### src/rtl/wd_pkg.sv
// wd_pkg: shared definitions for the watchdog supervisor.
//   - wd_state_e      : FSM state encoding (IDLE/ARMED/WARN/TRIP)
//   - WD_*_TICKS_DEF  : default warning / timeout tick thresholds, shared
//                       with the tick generator and benches
//   - sat_inc8        : 8-bit increment that sticks at 8'hFF
package wd_pkg;

  typedef enum logic [1:0] {
    IDLE  = 2'b00,
    ARMED = 2'b01,
    WARN  = 2'b10,
    TRIP  = 2'b11
  } wd_state_e;

  localparam logic [7:0] WD_WARN_TICKS_DEF    = 8'd32;
  localparam logic [7:0] WD_TIMEOUT_TICKS_DEF = 8'd40;
  localparam logic [7:0] WD_CNT_MAX           = 8'hFF;

  function automatic logic [7:0] sat_inc8(input logic [7:0] v);
    return (v == WD_CNT_MAX) ? v : v + 8'd1;
  endfunction

endpackage

### src/rtl/wd_sat_cnt.sv
// wd_sat_cnt: 8-bit saturating counter with synchronous clear.
// Ports:
//   clk_i  - clock
//   rst_ni - async active-low reset (count -> 0)
//   clr_i  - synchronous clear, wins over inc_i
//   inc_i  - increment by one, holding at 8'hFF
//   cnt_o  - current count
module wd_sat_cnt
  import wd_pkg::*;
(
  input  logic       clk_i,
  input  logic       rst_ni,
  input  logic       clr_i,
  input  logic       inc_i,
  output logic [7:0] cnt_o
);

  logic [7:0] cnt_q;

  always_ff @(posedge clk_i or negedge rst_ni) begin
    if (!rst_ni)    cnt_q <= '0;
    else if (clr_i) cnt_q <= '0;
    else if (inc_i) cnt_q <= sat_inc8(cnt_q);
  end

  assign cnt_o = cnt_q;

endmodule

### src/rtl/wd_supervisor.sv
// wd_supervisor: counts missed watchdog ticks between heartbeats and
// escalates IDLE -> ARMED -> WARN -> TRIP. TRIP is latched until clr_fault
// or reset.
// Ports:
//   adc_clk   - clock
//   rst_n     - async active-low reset
//   wd_stp    - tick strobe (every high cycle counts as one tick)
//   heartbeat - liveness pulse, clears the count
//   arm       - level, enables supervision
//   clr_fault - pulse, releases a latched TRIP
//   wd_warn   - high in WARN (registered)
//   wd_trip   - high in TRIP (registered), feeds HV shutdown
//   tick_cnt  - missed-tick count
//   wd_kick   - kick line to external watchdog IC
// Optional feature: define WD_KICK_OUT_EN to toggle wd_kick on every tick
// seen in ARMED/WARN; otherwise wd_kick is tied low.
// TIMEOUT_TICKS must be greater than WARN_TICKS.
module wd_supervisor
  import wd_pkg::*;
#(
  parameter logic [7:0] WARN_TICKS    = WD_WARN_TICKS_DEF,
  parameter logic [7:0] TIMEOUT_TICKS = WD_TIMEOUT_TICKS_DEF
) (
  input  logic       adc_clk,
  input  logic       rst_n,
  input  logic       wd_stp,
  input  logic       heartbeat,
  input  logic       arm,
  input  logic       clr_fault,
  output logic       wd_warn,
  output logic       wd_trip,
  output logic [7:0] tick_cnt,
  output logic       wd_kick
);

  wd_state_e  state_q;
  logic       warn_q, trip_q;
  logic       cnt_clr, cnt_inc;
  logic [7:0] cnt_nxt;

  // Counter control. In the supervising states arm=0 and heartbeat both
  // clear, and heartbeat masks a coincident tick.
  always_comb begin
    cnt_clr = 1'b0;
    cnt_inc = 1'b0;
    case (state_q)
      IDLE:        cnt_clr = 1'b1;
      ARMED, WARN: begin
        if (!arm || heartbeat) cnt_clr = 1'b1;
        else if (wd_stp)       cnt_inc = 1'b1;
      end
      TRIP:        cnt_clr = clr_fault;
      default:     cnt_clr = 1'b1;
    endcase
  end

  wd_sat_cnt u_cnt (
    .clk_i  (adc_clk),
    .rst_ni (rst_n),
    .clr_i  (cnt_clr),
    .inc_i  (cnt_inc),
    .cnt_o  (tick_cnt)
  );

  // Value the counter takes on an increment edge; state thresholds are
  // compared against it so the state moves on the same edge as the count.
  assign cnt_nxt = sat_inc8(tick_cnt);

  always_ff @(posedge adc_clk or negedge rst_n) begin
    if (!rst_n) begin
      state_q <= IDLE;
      warn_q  <= 1'b0;
      trip_q  <= 1'b0;
    end else begin
      case (state_q)
        IDLE: if (arm) state_q <= ARMED;
        ARMED: begin
          if (!arm) state_q <= IDLE;
          else if (!heartbeat && wd_stp && cnt_nxt == WARN_TICKS) begin
            state_q <= WARN;
            warn_q  <= 1'b1;
          end
        end
        WARN: begin
          if (!arm) begin
            state_q <= IDLE;
            warn_q  <= 1'b0;
          end else if (heartbeat) begin
            state_q <= ARMED;
            warn_q  <= 1'b0;
          end else if (wd_stp && cnt_nxt == TIMEOUT_TICKS) begin
            state_q <= TRIP;
            warn_q  <= 1'b0;
            trip_q  <= 1'b1;
          end
        end
        TRIP: if (clr_fault) begin
          state_q <= IDLE;
          trip_q  <= 1'b0;
        end
        default: begin
          state_q <= IDLE;
          warn_q  <= 1'b0;
          trip_q  <= 1'b0;
        end
      endcase
    end
  end

  assign wd_warn = warn_q;
  assign wd_trip = trip_q;

`ifdef WD_KICK_OUT_EN
  // Kick stops toggling outside ARMED/WARN so the external IC expires.
  logic kick_q;
  always_ff @(posedge adc_clk or negedge rst_n) begin
    if (!rst_n) kick_q <= 1'b0;
    else if ((state_q == ARMED || state_q == WARN) && wd_stp) kick_q <= ~kick_q;
  end
  assign wd_kick = kick_q;
`else
  assign wd_kick = 1'b0;
`endif

endmodule

### config.mk
export PLATFORM = sky130hd
export DESIGN_NAME = wd_supervisor
export DESIGN_NICKNAME = d
export VERILOG_FILES = /design/src/rtl/wd_pkg.sv /design/src/rtl/wd_sat_cnt.sv /design/src/rtl/wd_supervisor.sv
export SDC_FILE = /design/constraint.sdc
export NUM_CORES = 1
export LEC_CHECK = 0
export CAP_MARGIN = 10
export CORE_MARGIN = 3
export CORE_UTILIZATION = 32
export DETAILED_ROUTE_END_ITERATION = 10
export GPL_TIMING_DRIVEN = 0
export HOLD_SLACK_MARGIN = 0.15
export PLACE_DENSITY_LB_ADDON = 0.08
export RECOVER_POWER = 100
export SYNTH_ARGS = -nofsm -noshare
export SYNTH_HDL_FRONTEND = slang
export SYNTH_SLANG_ARGS = --single-unit
### constraint.sdc
create_clock -name adc_clk -period 2.4 [get_ports adc_clk]
set_input_delay 0.48 -clock adc_clk [delete_from_list [all_inputs] [get_ports adc_clk]]
set_output_delay 0.48 -clock adc_clk [all_outputs]
set_load 0.01 [all_outputs]
==> summary.txt <==
Outcome
  • Status: complete, no violations

Final layout
  • Layout cells sized above 1: 11.0%
  • NumNets Final: 131
  • Layout fillers: 249
  • Area delta synth->final: 23.9%
  • Antenna Cells: 0
  • Post-layout util: 43.3%

Timing
  • Final count of hold timing violations: 0
  • RSZ-0062 raised after global routing: false
  • Clock period minus worst slack: 2.25 ns
  • Clk_skew: 0.0113 ns
  • Final Max Slew Viols: 0
  • Fmax achieved: 444 MHz
  • Final Setup Violations: 0
  • Fin crit share: 93.9%
  • Max-Slew Margin vs Limit: 61.1%
  • Worst Max-Slew Pin Slew: 0.581 ns
  • Setup TNS: 0 ns

Synth
  • Post-synthesis sequential area ratio: 33.1%
  • Post-synth net total: 111
  • Top-area cell type share of the netlist area: 33.1%
  • Cell area after synthesis: 906 sq um
  • Synth Register Bits: 12
  • Synth area leader: dfrtp_1
  • EDFF count, synth: 0
  • Asr flop ratio synth: 100%
  • Synth area leaders: dfrtp_1 (33%), ha_1 (8.3%), a21oi_1 (6.1%)
  • Synth Area per Inst: 9.15 sq um
  • Synth Instances: 99
  • Synth Flop Type: dfrtp_1
  • Synth warn: 0
  • Distinct cell type count after synthesis: 42

Clock network
  • Clock Root Buffer: clkbuf_4
  • CTS buffer count: 3
  • TritonCTS Sinks: 12
  • Clock-pin slew on the worst setup and hold paths: 0.10 ns
  • Later-pin clock latency in the skew report: 0.29 ns
  • CTS tree: built
  • Clock Tree Buf Depth: 2
  • Post-CTS Setup Inserts: 0
  • H-Tree Depth: 1

Place
  • Post-DP HPWL: 1.65 mm
  • Number of port buffers: 15
  • GPL Wtd Cong: 0.797

Floorplanning
  • Die area: 3510 sq um
  • Die Width: 59.2 um
  • Starting Density: 35.0%
  • Row cnt: 18
  • IO Count: 17
  • Die Span Y: 59.2 um
  • Core area: 2590 sq um

Power and ir drop
  • Power share of the combinational group: 30.2%
  • Leakage: 0.491 nW
  • Switching Fraction: 35.4%
  • Switching power: 203 uW
  • Clock group share of total power: 30.6%
  • Sequential Power Share: 39.1%
  • PwrDens: 511 nW/um^2
  • P_int: 370 uW
  • Peak VDD IR: 0.345 mV

Drt
  • Drt total wl: 2.15 mm
  • Vias: 812
  • Wire per inst: 14.5 um
  • ANT nets after route: 0
  • 1st-pass router iterations: 4
  • Iter 0 DRT Violations: 31
  • Vias per cell: 5.49
  • # DRC: 0

Setup path
  • Crit path required time: 2.59 ns
  • Critical path fanouts, max: 7
  • Data arrival, critical path: 2.44 ns
  • Internal reg-to-reg setup slack: 0.15 ns
  • CP Launch Type: register
  • Crit Path Class: reg -> reg
  • Element type at the critical path end: register

Hold path
  • Hold/Removal Path Class: reg -> reg

Global routing
  • Initial antenna violation count: 0
  • Gr ovfl total: 0
  • Total GRT Usage: 13.9%
  • Vias in the first global route: 768
  • First-pass GRT wire length: 3.62 mm
  • Largest net degree at the start of global routing: 13

Flow run
  • Maxcap violations: 0
[critical path, stage by stage, from the launching register on]
cell and delay (ns):
dfrtp_1 0.45, ha_2 0.26, and4_1 0.24, and3_1 0.17, o311a_2 0.42, nand3_1 0.13, mux2_4 0.30, a22o_1 0.17
[per-layer routing]
metal	vias up	GRT usage, %	part of all wire (%)
met3	2	4.58	4.2
met5	-	0	0
li1	414	-	-
met2	15	22.3	49
met4	0	3.88	0.74
met1	381	17.8	46
[path summary, 6_finish.rpt]
path | endpoint | start | depth (start not counted)
hold / removal | wd_trip | wd_trip | 1
min in group asynchronous | u_cnt.cnt_o[0] | rst_n | 1
max in group asynchronous | u_cnt.cnt_o[5] | rst_n | 1
setup / recovery | wd_trip | u_cnt.cnt_o[0] | 7
hold reg to reg | wd_trip | wd_trip | 1
setup reg to reg | wd_trip | u_cnt.cnt_o[0] | 7
[what timing repair did]
| action | 4_1_cts | 5_1_grt |
|---|---|---|
| hold buffers | 0 | 0 |
| gates resized for setup | 0 | 1 |
| setup endpoints to repair | 0 | 1 |
[cells by family after synthesis]
group / count (synthesis) / synth area share, %
compound gates: 35 / 26.8
mux: 3 / 4.00
other cells: 1 / 0.414
fa+ha+maj: 6 / 8.29
xor+xnor: 1 / 0.967
simple gates: 34 / 23.1
buf+inv: 7 / 3.32
flops: 12 / 33.1
[cell type report]
type                    count  area (sq um)  share of cell area, %
plain buffers               2          11.3                   1.00
clock buffers               4          36.3                   3.23
inverters                   5          18.8                   1.67
multi-input cells          80           568                   50.6
flip-flops and latches     12           300                   26.8
well taps                  30          37.5                   3.34
repair buffers             15           150                   13.4
[through the flow]
stage	setup WS (ns)	hold slack (ns)	cell area (sq um)	std cells	power, mW
floorplan	0.215	0.184	906	99	0.352
global placement	0.105	0.525	1090	144	0.404
detailed placement	0.108	0.534	1090	144	0.406
CTS	0.105	0.555	1130	148	0.582
global route	0.0338	0.570	1120	148	0.604
finish	0.147	0.545	1120	148	0.573
[cell usage in the layout, fill, tap and decap left out, types with 2 or more instances in the layout]
cell type	n
a21oi_1	11
a22o_1	2
a31oi_1	2
and3_1	4
and4_1	2
clkbuf_4	3
clkdlybuf4s50_1	3
dfrtp_1	12
dlygate4sd3_1	12
ha_1	5
inv_1	5
nand2_1	7
nand3_1	5
nor2_1	3
nor3_1	2
o21a_1	2
o21ai_0	9
[cell usage after synthesis (3+ instances only)]
cell     instances
a21oi_1         11
and3_1           4
dfrtp_1         12
ha_1             6
inv_1            5
nand2_1          7
nand3_1          4
nor2_1           3
o21ai_0          9
[sequential cells by signal, indices dropped and copies added (netlist names)]
register,flops
wd_trip,1
wd_warn,1
u_cnt.cnt_o,8
state_q,2
[power groups by stage]
stage | combinational (mW) | clock (mW) | sequential [mW]
after floorplan | 0.125 | 0 | 0.228
after global placement | 0.174 | 0 | 0.229
after detailed placement | 0.178 | 0 | 0.228
after CTS | 0.179 | 0.179 | 0.224
after global routing | 0.194 | 0.184 | 0.226
final | 0.173 | 0.175 | 0.224
Note: power is estimated with default switching activity, not from simulation.
